[src/rtl/prog_launcher_if.sv]
// Control/status bundle between the program launcher and its requester/Top core.
// The slave side is the launcher; the master side drives GO and Top's DONE.
interface prog_launcher_if #(
  parameter int unsigned NUM_PROGS = 2,
  parameter int unsigned CNT_W     = 16
);
  localparam int unsigned PROG_W = (NUM_PROGS > 1) ? $clog2(NUM_PROGS) : 1;

  logic              go;
  logic              done_in;
  logic              start;
  logic [PROG_W-1:0] prog_id;
  logic              busy;
  logic [CNT_W-1:0]  cyc_count;
  logic              cyc_valid;
  logic              all_done;
  logic              timeout;

  modport master (
    output go, done_in,
    input  start, prog_id, busy, cyc_count, cyc_valid, all_done, timeout
  );

  modport slave (
    input  go, done_in,
    output start, prog_id, busy, cyc_count, cyc_valid, all_done, timeout
  );
endinterface

[src/rtl/prog_launcher.sv]
// Runs NUM_PROGS programs back-to-back on Top per GO: START pulse, stale-DONE
// settle window, DONE wait with timeout, and a per-program cycle-count report.
module prog_launcher #(
  parameter int unsigned NUM_PROGS      = 2,
  parameter int unsigned START_CYCLES   = 2,
  parameter int unsigned SETTLE_CYCLES  = 2,
  parameter int unsigned TIMEOUT_CYCLES = 65535,
  parameter int unsigned CNT_W          = 16
) (
  input  logic            clk,
  input  logic            rst_n,
  prog_launcher_if.slave  bus
);
  localparam int unsigned       PROG_W      = (NUM_PROGS > 1) ? $clog2(NUM_PROGS) : 1;
  localparam logic [CNT_W-1:0]  PULSE_END   = CNT_W'(START_CYCLES);
  localparam logic [CNT_W-1:0]  SETTLE_END  = CNT_W'(START_CYCLES + SETTLE_CYCLES);
  localparam logic [CNT_W-1:0]  TIMEOUT_CNT = CNT_W'(TIMEOUT_CYCLES);
  localparam logic [PROG_W-1:0] LAST_PROG   = PROG_W'(NUM_PROGS - 1);

  typedef enum logic [2:0] {
    IDLE   = 3'd0,
    PULSE  = 3'd1,
    SETTLE = 3'd2,
    WAIT   = 3'd3,
    REPORT = 3'd4,
    FAULT  = 3'd5
  } state_e;

  state_e            state_q;
  logic [CNT_W-1:0]  cnt_q;
  logic [CNT_W-1:0]  cyc_count_q;
  logic [PROG_W-1:0] prog_id_q;
  logic              start_q;
  logic              busy_q;
  logic              cyc_valid_q;
  logic              all_done_q;
  logic              timeout_q;
  logic [CNT_W-1:0]  cnt_inc_c;

  // Saturating increment; also the count that includes the current sampling edge.
  assign cnt_inc_c = (&cnt_q) ? cnt_q : cnt_q + CNT_W'(1);

  always_ff @(posedge clk or negedge rst_n) begin
    if (!rst_n) begin
      state_q     <= IDLE;
      cnt_q       <= '0;
      cyc_count_q <= '0;
      prog_id_q   <= '0;
      start_q     <= 1'b0;
      busy_q      <= 1'b0;
      cyc_valid_q <= 1'b0;
      all_done_q  <= 1'b0;
      timeout_q   <= 1'b0;
    end else begin
      cyc_valid_q <= 1'b0;
      unique case (state_q)
        IDLE, FAULT: begin
          if (bus.go) begin
            state_q    <= PULSE;
            prog_id_q  <= '0;
            all_done_q <= 1'b0;
            timeout_q  <= 1'b0;
            cnt_q      <= CNT_W'(1);
            start_q    <= 1'b1;
            busy_q     <= 1'b1;
          end
        end
        PULSE: begin
          cnt_q <= cnt_inc_c;
          if (cnt_q == PULSE_END) begin
            start_q <= 1'b0;
            state_q <= (SETTLE_CYCLES == 0) ? WAIT : SETTLE;
          end
        end
        SETTLE: begin
          // DONE_IN deliberately not looked at: Top may still hold the previous DONE.
          cnt_q <= cnt_inc_c;
          if (cnt_q == SETTLE_END) state_q <= WAIT;
        end
        WAIT: begin
          cnt_q <= cnt_inc_c;
          if (bus.done_in) begin
            state_q     <= REPORT;
            cyc_count_q <= cnt_inc_c;
            cyc_valid_q <= 1'b1;
          end else if (cnt_inc_c == TIMEOUT_CNT) begin
            state_q   <= FAULT;
            busy_q    <= 1'b0;
            timeout_q <= 1'b1;
          end
        end
        REPORT: begin
          if (prog_id_q == LAST_PROG) begin
            state_q    <= IDLE;
            all_done_q <= 1'b1;
            busy_q     <= 1'b0;
          end else begin
            state_q   <= PULSE;
            prog_id_q <= prog_id_q + PROG_W'(1);
            cnt_q     <= CNT_W'(1);
            start_q   <= 1'b1;
          end
        end
        default: state_q <= IDLE;
      endcase
    end
  end

  assign bus.start     = start_q;
  assign bus.prog_id   = prog_id_q;
  assign bus.busy      = busy_q;
  assign bus.cyc_count = cyc_count_q;
  assign bus.cyc_valid = cyc_valid_q;
  assign bus.all_done  = all_done_q;
  assign bus.timeout   = timeout_q;
endmodule
[src/flat_wrapper.sv]
// flat-port wrapper written by rule: the top's interface ports become plain ports
module prog_launcher_flat 
#(
  parameter int unsigned NUM_PROGS      = 2,
  parameter int unsigned START_CYCLES   = 2,
  parameter int unsigned SETTLE_CYCLES  = 2,
  parameter int unsigned TIMEOUT_CYCLES = 65535,
  parameter int unsigned CNT_W          = 16
)
  (clk, rst_n, bus_go, bus_done_in, bus_start, bus_prog_id, bus_busy, bus_cyc_count, bus_cyc_valid, bus_all_done, bus_timeout);
  prog_launcher_if #(.NUM_PROGS(NUM_PROGS), .CNT_W(CNT_W)) bus_i ();
  input  logic clk;
  input  logic rst_n;
  input wire logic [$bits(bus_i.go)-1:0] bus_go;
  input wire logic [$bits(bus_i.done_in)-1:0] bus_done_in;
  output wire logic [$bits(bus_i.start)-1:0] bus_start;
  output wire logic [$bits(bus_i.prog_id)-1:0] bus_prog_id;
  output wire logic [$bits(bus_i.busy)-1:0] bus_busy;
  output wire logic [$bits(bus_i.cyc_count)-1:0] bus_cyc_count;
  output wire logic [$bits(bus_i.cyc_valid)-1:0] bus_cyc_valid;
  output wire logic [$bits(bus_i.all_done)-1:0] bus_all_done;
  output wire logic [$bits(bus_i.timeout)-1:0] bus_timeout;
  assign bus_i.go = bus_go;
  assign bus_i.done_in = bus_done_in;
  assign bus_start = bus_i.start;
  assign bus_prog_id = bus_i.prog_id;
  assign bus_busy = bus_i.busy;
  assign bus_cyc_count = bus_i.cyc_count;
  assign bus_cyc_valid = bus_i.cyc_valid;
  assign bus_all_done = bus_i.all_done;
  assign bus_timeout = bus_i.timeout;
  prog_launcher #(.NUM_PROGS(NUM_PROGS), .START_CYCLES(START_CYCLES), .SETTLE_CYCLES(SETTLE_CYCLES), .TIMEOUT_CYCLES(TIMEOUT_CYCLES), .CNT_W(CNT_W)) u_core (.clk(clk), .rst_n(rst_n), .bus(bus_i));
endmodule
[config.mk]
export PLATFORM = sky130hd
export DESIGN_NAME = prog_launcher_flat
export DESIGN_NICKNAME = d
export VERILOG_FILES = /design/src/rtl/prog_launcher_if.sv /design/src/rtl/prog_launcher.sv /design/src/flat_wrapper.sv
export SDC_FILE = /design/constraint.sdc
export NUM_CORES = 1
export LEC_CHECK = 0
export BUFFER_PORTS_ARGS = -buffer_cell sky130_fd_sc_hd__buf_2
export CORE_ASPECT_RATIO = 1.1
export CORE_MARGIN = 4
export CORE_UTILIZATION = 55
export DETAILED_ROUTE_END_ITERATION = 16
export GPL_ROUTABILITY_DRIVEN = 0
export PLACE_DENSITY_LB_ADDON = 0.2
export SLEW_MARGIN = 10
export SYNTH_ARGS = -nofsm -noshare
export SYNTH_HDL_FRONTEND = slang
export SYNTH_SLANG_ARGS = --single-unit
export TNS_END_PERCENT = 1
[constraint.sdc]
create_clock -name clk -period 4.3 [get_ports clk]
set_input_delay 0.43 -clock clk [delete_from_list [all_inputs] [get_ports clk]]
set_output_delay 0.43 -clock clk [all_outputs]
set_load 0.01 [all_outputs]
==> results of run 1 <==
## worst max path at each step
stage                                     start                        endpoint  slack [ns]  depth (start not counted)
floorplan           u_core.cnt_q[1]$_DFFE_PN0P_     u_core.bus.busy$_DFFE_PN0P_        2.25                          8
global route        u_core.cnt_q[0]$_DFFE_PN0P_  u_core.bus.timeout$_DFFE_PN0P_        1.35                          7
detailed placement  u_core.cnt_q[0]$_DFFE_PN0P_  u_core.bus.timeout$_DFFE_PN0P_        1.64                          7
global placement    u_core.cnt_q[0]$_DFFE_PN0P_     u_core.bus.busy$_DFFE_PN0P_        1.76                          7
CTS                 u_core.cnt_q[0]$_DFFE_PN0P_  u_core.bus.timeout$_DFFE_PN0P_        1.61                          7
finish              u_core.cnt_q[1]$_DFFE_PN0P_  u_core.bus.timeout$_DFFE_PN0P_        1.61                          7
## per-layer routing
| metal | vias to the layer above | wire length, µm |
|---|---|---|
| met2 | 56 | 2570 |
| met1 | 1020 | 2450 |
| met5 | - | 0 |
| li1 | 1049 | - |
| met3 | 6 | 278 |
| met4 | 0 | 63 |
## logic make-up (layout without fill, tap and decap cells)
family          Yosys count  in the layout  synth area share (%)
simple gates            113            113                  23.1
fa+ha+maj                 3              3                  1.57
xor+xnor                 10             10                  3.66
compound gates           87             87                  22.2
buf+inv                  34             45                  6.27
mux                       1              1                 0.418
flops                    41             41                  42.8
## through the flow
step	hold slack (ns)	util, %	worst slack, ns	std cells
after floorplan	0.134	-	2.25	289
after global placement	0.455	60.7	1.76	344
after detailed placement	0.459	60.7	1.64	344
after CTS	0.293	63.2	1.61	352
after global routing	0.338	63.4	1.35	352
final	0.262	63.4	1.61	352
## registers in the layout (all words and copies together) (netlist names)
name                  cells
u_core.bus.all_done       1
u_core.bus.busy           1
u_core.bus.cyc_count     16
u_core.state_q            3
u_core.cnt_q             16
u_core.bus.start          1
u_core.bus.timeout        1
u_core.bus.prog_id        1
u_core.bus.cyc_valid      1
## layout make-up
type | count | share of cell area (%)
tap | 52 | 2.51
clock buffer | 7 | 3.72
timing repair buffer | 25 | 4.84
sequential | 41 | 39.7
clock inverter | 1 | 0.193
multi-input combinational | 214 | 47.3
inverter | 12 | 1.74
## worst reg2reg max path: stages (launching register included)
cell	delay, ns
dfrtp_1	0.49
ha_1	0.33
and4_4	0.28
nand4_1	0.12
nor2_1	0.62
o221a_2	0.35
nand3_1	0.12
o31ai_1	0.27
## cells in the final DEF (no fill, tap or decap), types with 2 or more instances in the layout
cell type and count:
buf_2 25, nand2_1 36, a211oi_1 2, a22o_1 3, a21o_1 2, nor4_1 4
a31oi_1 7, a21oi_1 17, nand4_1 5, xnor2_1 7, nand3_1 16, nor3_1 9
dfrtp_1 41, inv_1 11, o31ai_1 6, xor2_1 3, ha_1 3, and4_1 2
clkbuf_8 7, nor2_1 25, o21ai_0 37, and3_1 3, or3_1 3, nor2b_1 2
## power by group
part           leakage [nW]  internal [mW]  switching (mW)
clock                0.0542          0.145           0.129
combinational         0.556          0.198           0.303
sequential            0.541          0.482           0.124
total                  1.15          0.825           0.555
==> metrics.md, run 1 <==
| Metric | Value |
|---|---|
| Max rail drop VDD | `291 µV` |
| Post-synth top area cell | `dfrtp_1` |
| Post-synth cell types | `48` |
| CTS Hold Bufs | `0` |
| DIE WIDTH | `70.9 µm` |
| Core area | `4080 µm²` |
| Clk root buf | `clkbuf_8` |
| First-pass GRT wire length | `9.40 mm` |
| Part of the cycle the worst path needs | `62.6%` |
| Antenna Nets Post-Route | `0` |
| Final Cell Area | `2590 µm²` |
| Largest delay share family, worst path | `simple AND/OR/NAND/NOR gates` |
| # DRC | `0` |
| Chip Height | `77.2 µm` |
| Antenna Diode Count | `0` |
| Clock Tree Buf Depth | `2` |
| Yosys reg bits | `41` |
| Synth top area cells | `dfrtp_1 (43%), o21ai_0 (7.7%), nand2_1 (5.6%)` |
| Reg2Reg Setup Slack | `1.61 ns` |
| Largest net degree at the start of global routing | `42` |
| Fillcell total | `378` |
| CP max FO | `12` |
| Crit-path cells | `ha_1, and4_4, nand4_1, nor2_1, o221a_2, nand3_1, o31ai_1` |
| Initial Util | `58.6%` |
| Mapped Cells | `289` |
| # H-tree levels | `2` |
| Clk_skew | `0.00972 ns` |
| Reg2Reg Depth | `7` |
| Slew HR | `25.4%` |
| Slew @ Worst Pin | `1.11 ns` |
| CTS tree | `done` |
| GR Layer Usage met1 | `29.1%` |
| Clock Latency Late Sink | `0.29 ns` |
| Post-synth top flop | `dfrtp_1` |
| Top-Level Pins | `26` |
| CP Buf/Inv Count | `0` |
| Number of flops mapped to enable cells by yosys | `0` |
| Net count reported at finish | `306` |
| Via density | `6.05` |
| Worst path required time | `4.49 ns` |
| Most frequent cell after synthesis | `dfrtp_1` |
| Min Tclk post-route | `2.69 ns` |
| Slew Viols, Final | `0` |
| Pwr/cell area | `533 nW/µm²` |
| Synthesized area per cell | `8.29 µm²` |
| GRT overflow | `0` |
| Initial antenna violation count | `0` |
| Worst setup SP type | `flip-flop` |
| Register area | `1030 µm²` |
| Vias | `2131` |
| Crit Path Category | `reg -> reg` |
| Met2 Use GR | `32.6%` |
| Share of the synthesized area in the top cell type | `42.8%` |
| Die area | `5470 µm²` |
| CTS resizes | `0` |
| Yosys warnings | `0` |
| Register area share after synthesis | `42.8%` |
| Fmax | `371 MHz` |
| Area grow syn2layout | `8.05%` |
| Total Wirelength | `5.37 mm` |
| Drt pass-1 iters | `4` |
| Slowest stage delay, CP | `0.62 ns` |
| Setup_tns | `0 ns` |
| PortBufs | `25` |
| WL/cell | `15.3 µm` |
| Clock transition at path regs | `0.08 ns` |
| Layout cell share with drive strength beyond 1 | `14.3%` |
| Syn nets | `296` |
| Clock buffer count from CTS | `5` |
| Status | `finished clean` |
| Area of the multi-input gates | `1220 µm²` |
| Detailed Route Iter0 Violations | `170` |
| Fraction of registers with async set/reset | `100%` |
| Routing usage on met3 | `4.31%` |
| Area after DPL | `2480 µm²` |
| RR Startpoint | `u_core.cnt_q[1]$_DFFE_PN0P_` |
| Most crowded layer after global routing | `met2` |
| Synth cell count leaders | `dfrtp_1 (41), o21ai_0 (37), nand2_1 (36)` |
| Tot GR Track Use | `20.9%` |
| Final Hold Viols | `0` |
| FF-to-FF End | `u_core.bus.timeout$_DFFE_PN0P_` |
| Arrival @ worst endpoint | `2.88 ns` |
| Vias in the first global route | `1918` |
| Crit. End Element | `flip-flop` |
| Row cnt | `24` |
| Leak Pwr | `1.15 nW` |
| Clock tree sinks | `41` |
| Max-capacitance violation count | `0` |
| Post-Syn Area | `2390 µm²` |
| Worst Hold Class | `in -> async` |
| Final Power | `1.38 mW` |
| Final setup fails | `0` |
| RSZ-0062 raised after global routing | `false` |
| Setup Buffers After CTS | `0` |
| Post-DP HPWL | `3.81 mm` |
| CP max stage cell | `nor2_1` |
Note: power is estimated with default switching activity, not from simulation.
==> run 2, diff against run 1 <==
CORE_UTILIZATION = 53   (was 55)
clock period = 2.4 ns   (was 4.3 ns; I/O delays follow)
==> run 2 against run 1 <==
Power grew 80%. Clock skew is essentially flat. Wire length grew 6.0%. Critical path depth is the same. Fmax grew 21%. Count of clock-buffer cells in the layout shrank 1. Combinational power grew 99%. Final area grew 2.9%. Clock power grew 60%. Sequential share of layout area shrank 1.1 points. Final cell count grew 4.3%. Worst hold slack lost 0.18 ns. Critical path type unchanged.
==> metrics.md, run 2 (synthesis results as in run 1) <==
| Metric | Value |
|---|---|
| Status | `finished clean` |
| Leak Pwr | `1.21 nW` |
| Hold_ws | `0.0784 ns` |
| CTS resizes | `0` |
| Clock Tree Buf Depth | `2` |
| Crit. End Element | `flip-flop` |
| Post-layout util | `61.2%` |
| Slew Viols, Final | `0` |
| Tot GR Track Use | `22.1%` |
| Setup Buffers After CTS | `0` |
| # DRC | `0` |
| Initial Util | `55.1%` |
| Max-capacitance violation count | `0` |
| Arrival @ worst endpoint | `2.41 ns` |
| Worst setup margin | `0.169 ns` |
| Pwr/cell area | `935 nW/µm²` |
| Final setup fails | `0` |
| WL/cell | `15.5 µm` |
| Detailed Route Iter0 Violations | `126` |
| Antenna Diode Count | `0` |
| Commonest cells after routing, fill and taps aside | `dfrtp_1 (41), o21ai_0 (37), nand2_1 (36), nor2_1 (25), buf_2 (25)` |
| Most crowded layer after global routing | `met2` |
| Core area | `4350 µm²` |
| DIE WIDTH | `72.1 µm` |
| Max rail drop VDD | `450 µV` |
| Drt pass-1 iters | `4` |
| GRT overflow | `0` |
| Initial antenna violation count | `0` |
| RR Startpoint | `u_core.cnt_q[1]$_DFFE_PN0P_` |
| Final Hold Viols | `0` |
| Clock Latency Late Sink | `0.29 ns` |
| Slew HR | `38.7%` |
| RSZ-0062 raised after global routing | `false` |
| Clock transition at path regs | `0.08 ns` |
| Die area | `5660 µm²` |
| CTS tree | `done` |
| Routing usage on met3 | `4.61%` |
| # H-tree levels | `2` |
| Setup_tns | `0 ns` |
| Clock buffer count from CTS | `5` |
| Total Wirelength | `5.69 mm` |
| Antenna Nets Post-Route | `0` |
| Vias | `2195` |
| GR Layer Usage met1 | `29.9%` |
| Min Tclk post-route | `2.23 ns` |
| Row cnt | `25` |
| Met2 Use GR | `35.2%` |
| PortBufs | `25` |
| Post-DP HPWL | `4.08 mm` |
| Fmax | `448 MHz` |
| Worst setup SP type | `flip-flop` |
| Crit Path Category | `reg -> reg` |
| Largest net degree at the start of global routing | `42` |
| Worst path required time | `2.57 ns` |
| Via density | `5.98` |
| Top-Level Pins | `26` |
| Setup slack at placement | `0.200 ns` |
| CP max FO | `10` |
| First-pass GRT wire length | `9.90 mm` |
| Layout cell share with drive strength beyond 1 | `17.3%` |
| Clock tree sinks | `41` |
| FF-to-FF End | `u_core.bus.cyc_count[5]$_DFFE_PN0P_` |
| Clk root buf | `clkbuf_8` |
| Commonest non-fill, non-tap cell in the layout | `dfrtp_1` |
| Net count reported at finish | `319` |
| Vias in the first global route | `2043` |
| Reg2Reg Depth | `7` |
| Worst Hold Class | `in -> async` |
| Fillcell total | `401` |
| Area grow syn2layout | `11.2%` |
| Slew @ Worst Pin | `0.919 ns` |
| Reg2Reg Setup Slack | `0.17 ns` |
| Part of the cycle the worst path needs | `92.9%` |
| Clk_skew | `0.00992 ns` |
| CTS Hold Bufs | `0` |
| Chip Height | `78.5 µm` |
==> run 2: cell types whose count changed in the layout (fill, tap and decap cells not counted) <==
cell | before | now
o22ai_1 | 0 | 1
buf_4 | 0 | 13
clkbuf_8 | 7 | 5
o22ai_2 | 1 | 0
clkbuf_1 | 0 | 1
clkinv_2 | 1 | 2
==> run 2: metal layers <==
layer  vias up  part of all wire [%]
met5         -                     0
met4         0                   1.4
met3         6                   7.2
met2        76                    49
met1      1036                    43
li1       1077                     -
==> run 2: worst max-delay path, stage by stage, from the launching register on <==
cell and delay, ns:
dfrtp_1 0.47, ha_1 0.21, and4_4 0.24, and4_1 0.39
nand2_1 0.33, nand3_1 0.23, xor2_1 0.15, o21ai_0 0.09
==> run 2: metrics by stage <==
step / power [mW] / cells / cell area, µm²
3_3_place_gp: 2.05 / 359 / 2580
6_report: 2.49 / 367 / 2660
3_5_place_dp: 2.07 / 359 / 2580
5_1_grt: 2.71 / 367 / 2660
4_1_cts: 2.51 / 367 / 2660
2_1_floorplan: 1.71 / 289 / 2390
==> run 2: area by class of cell <==
type                            instances  area (µm²)  area share, %
Multi-Input combinational cell        214        1220           45.8
Sequential cell                        41        1030           38.5
Timing Repair Buffer                   38         223           8.36
Clock buffer                            6        72.6           2.73
Tap cell                               54        67.6           2.54
Inverter                               12        45.0           1.69
Clock inverter                          2        10.0          0.376
==> run 2: worst max path at each step <==
stage                                            from  cells past startpoint                             endpoint
after floorplan           u_core.cnt_q[1]$_DFFE_PN0P_                      8          u_core.bus.busy$_DFFE_PN0P_
final                     u_core.cnt_q[1]$_DFFE_PN0P_                      7  u_core.bus.cyc_count[5]$_DFFE_PN0P_
after detailed placement  u_core.cnt_q[1]$_DFFE_PN0P_                      7          u_core.bus.busy$_DFFE_PN0P_
after CTS                 u_core.cnt_q[1]$_DFFE_PN0P_                      7          u_core.bus.busy$_DFFE_PN0P_
after global placement    u_core.cnt_q[1]$_DFFE_PN0P_                      7          u_core.bus.busy$_DFFE_PN0P_
after global routing      u_core.cnt_q[1]$_DFFE_PN0P_                      7          u_core.bus.busy$_DFFE_PN0P_
==> run 2: where the power goes <==
group	switching (mW)	leakage, nW	internal [mW]
logic	0.590	0.621	0.407
registers	0.190	0.541	0.864
clock network	0.238	0.0450	0.202
total	1.02	1.21	1.47
==> run 3, diff against run 2 <==
CORE_UTILIZATION = 24   (was 53)
clock period = 2.2 ns   (was 2.4 ns; I/O delays follow)
==> run 3 against run 2 <==
The flow now finishes with violations (negative hold slack). Via count fell by 1.1%. Register-to-register slack got worse by 0.05 ns. Die area rose by 110%. Worst setup slack got worse by 0.051 ns. Final area rose by 7.1%. First-iteration DRC count fell by 27%. Worst hold slack got worse by 0.083 ns. Sequential share of layout area fell by 2.5 points. Highest routed layer unchanged.
==> metrics.md, run 3 (synthesis results as in run 1) <==
| Metric | Value |
|---|---|
| CTS Hold Bufs | `0` |
| Min Tclk post-route | `2.08 ns` |
| Via density | `4.89` |
| Max rail drop VDD | `314 µV` |
| PortBufs | `25` |
| Sw Ratio | `40.9%` |
| Clock Tree Buf Depth | `2` |
| Clock tree sinks | `41` |
| Slew HR | `63.1%` |
| Initial Util | `25.1%` |
| Total Wirelength | `6.67 mm` |
| # DRC | `0` |
| Max-capacitance violation count | `0` |
| Vias | `2170` |
| Drt pass-1 iters | `4` |
| Seq pwr share | `40.0%` |
| Chip Height | `113 µm` |
| First-pass GRT wire length | `11.2 mm` |
| Antenna Nets Post-Route | `0` |
| Hold_ws | `-0.00476 ns` |
| CP max stage cell | `dfrtp_1` |
| Leak Pwr | `1.27 nW` |
| CP max FO | `5` |
| Tot GR Track Use | `12.3%` |
| Max Used Layer | `met4` |
| Layout cell share with drive strength beyond 1 | `20.8%` |
| # H-tree levels | `2` |
| Slew Viols, Final | `0` |
| Commonest cells after routing, fill and taps aside | `dfrtp_1 (40), o21ai_0 (37), nand2_1 (36), buf_4 (27)` |
| Clk root buf | `clkbuf_8` |
| Worst Hold Class | `in -> async` |
| Final setup fails | `0` |
| Non-Filler Instances | `444` |
| NetSw | `1.15 mW` |
| Comb power frac | `42.7%` |
| Metal2 WL | `3.22 mm` |
| Part of the cycle the worst path needs | `94.6%` |
| Crit. End Element | `flip-flop` |
| Slowest stage delay, CP | `0.39 ns` |
| Clock Latency Late Sink | `0.29 ns` |
| DIE WIDTH | `103 µm` |
| Pwr/cell area | `989 nW/µm²` |
| Crit Path Category | `reg -> reg` |
| Initial antenna violation count | `0` |
| Status | `finished, violations left` |
| Clock buffer count from CTS | `5` |
| Failing checks | `negative hold slack` |
| Commonest non-fill, non-tap cell in the layout | `dfrtp_1` |
| Post-DP HPWL | `4.98 mm` |
| Clk_skew | `0.00332 ns` |
| Die area | `11600 µm²` |
| Antenna Diode Count | `0` |
| Largest net degree at the start of global routing | `42` |
| Top-Level Pins | `26` |
| Worst setup SP type | `flip-flop` |
| WL/cell | `15.0 µm` |
| M1 wire length | `3.10 mm` |
| CP Buf/Inv Count | `1` |
| Clk pwr share | `17.3%` |
| Crit-path cells | `ha_1, and4_4, and4_1, buf_4, a21oi_1, a31oi_1, o21ai_0, o21ai_0` |
| Clock transition at path regs | `0.08 ns` |
| Net count reported at finish | `333` |
| Arrival @ worst endpoint | `2.26 ns` |
| Area after DPL | `2760 µm²` |
| Final Cell Area | `2850 µm²` |
| Int Pwr | `1.67 mW` |
| Worst path required time | `2.37 ns` |
| Vias in the first global route | `2173` |
| Area grow syn2layout | `19.1%` |
| CTS tree | `done` |
| Critical Path Most Common Cell | `o21ai_0` |
| Placed insts | `436` |
| Final Hold Viols | `18` |
| Fillcell total | `1046` |
| Row cnt | `37` |
| GRT overflow | `0` |
| Slew @ Worst Pin | `0.548 ns` |
| Largest delay share family, worst path | `compound AO/OA/AOI/OAI gates` |
| Fmax | `480 MHz` |
| RSZ-0062 raised after global routing | `true` |
| Core area | `9540 µm²` |
| Met3 routed WL | `191 µm` |
| Detailed Route Iter0 Violations | `92` |
-- run 3: through the flow --
step	hold WS (ns)	setup TNS [ns]	worst slack, ns	utilization [%]	power (mW)
floorplan	-0.0756	0	0.149	-	1.87
global placement	0.339	0	0.150	29.0	2.36
detailed placement	0.340	0	0.140	29.0	2.37
CTS	0.0159	0	0.116	29.8	2.87
global route	0.0447	-0.0972	-0.0561	29.9	3.07
finish	-0.00476	0	0.118	29.9	2.82
-- run 3: final cells by class --
| cell class | count | area [µm²] | share of cell area, % |
|---|---|---|---|
| multi-input cells | 214 | 1220 | 43.0 |
| repair buffers | 52 | 328 | 11.5 |
| inverters | 12 | 45.0 | 1.58 |
| well taps | 117 | 146 | 5.13 |
| clock buffers | 8 | 80.1 | 2.81 |
| flip-flops and latches | 41 | 1030 | 36.0 |
-- run 3: worst paths after layout --
kind / start / end / slack (ns) / cells after the start
setup / recovery: u_core.cnt_q[0]$_DFFE_PN0P_ / u_core.cnt_q[9]$_DFFE_PN0P_ / 0.12 / 8
hold / removal: rst_n / u_core.bus.cyc_count[10]$_DFFE_PN0P_ / -0.005 / 2
setup reg to reg: u_core.cnt_q[0]$_DFFE_PN0P_ / u_core.cnt_q[9]$_DFFE_PN0P_ / 0.12 / 8
hold reg to reg: u_core.bus.cyc_count[3]$_DFFE_PN0P_ / u_core.bus.cyc_count[3]$_DFFE_PN0P_ / 0.47 / 1
max in group asynchronous: rst_n / u_core.cnt_q[8]$_DFFE_PN0P_ / 1.81 / 2
min in group clk: bus_done_in / u_core.bus.timeout$_DFFE_PN0P_ / 0.18 / 2
-- run 3: metal layers --
layer  GRT usage (%)  vias to the layer above
met3            2.40                       12
li1                -                     1101
met2            19.8                       31
met1            16.4                     1026
met4            4.40                        0
met5               0                        -
-- run 3: power groups by stage --
stage | logic [mW] | registers [mW] | clock network [mW]
2_1_floorplan | 0.738 | 1.13 | 0
4_1_cts | 1.23 | 1.13 | 0.512
5_1_grt | 1.35 | 1.17 | 0.551
6_report | 1.20 | 1.13 | 0.487
3_5_place_dp | 1.22 | 1.15 | 0
3_3_place_gp | 1.22 | 1.14 | 0
-- run 3: what timing repair did --
action,CTS,global route
endpoints found under the setup margin,0,4
setup buffers,0,0
gates resized for setup,0,2
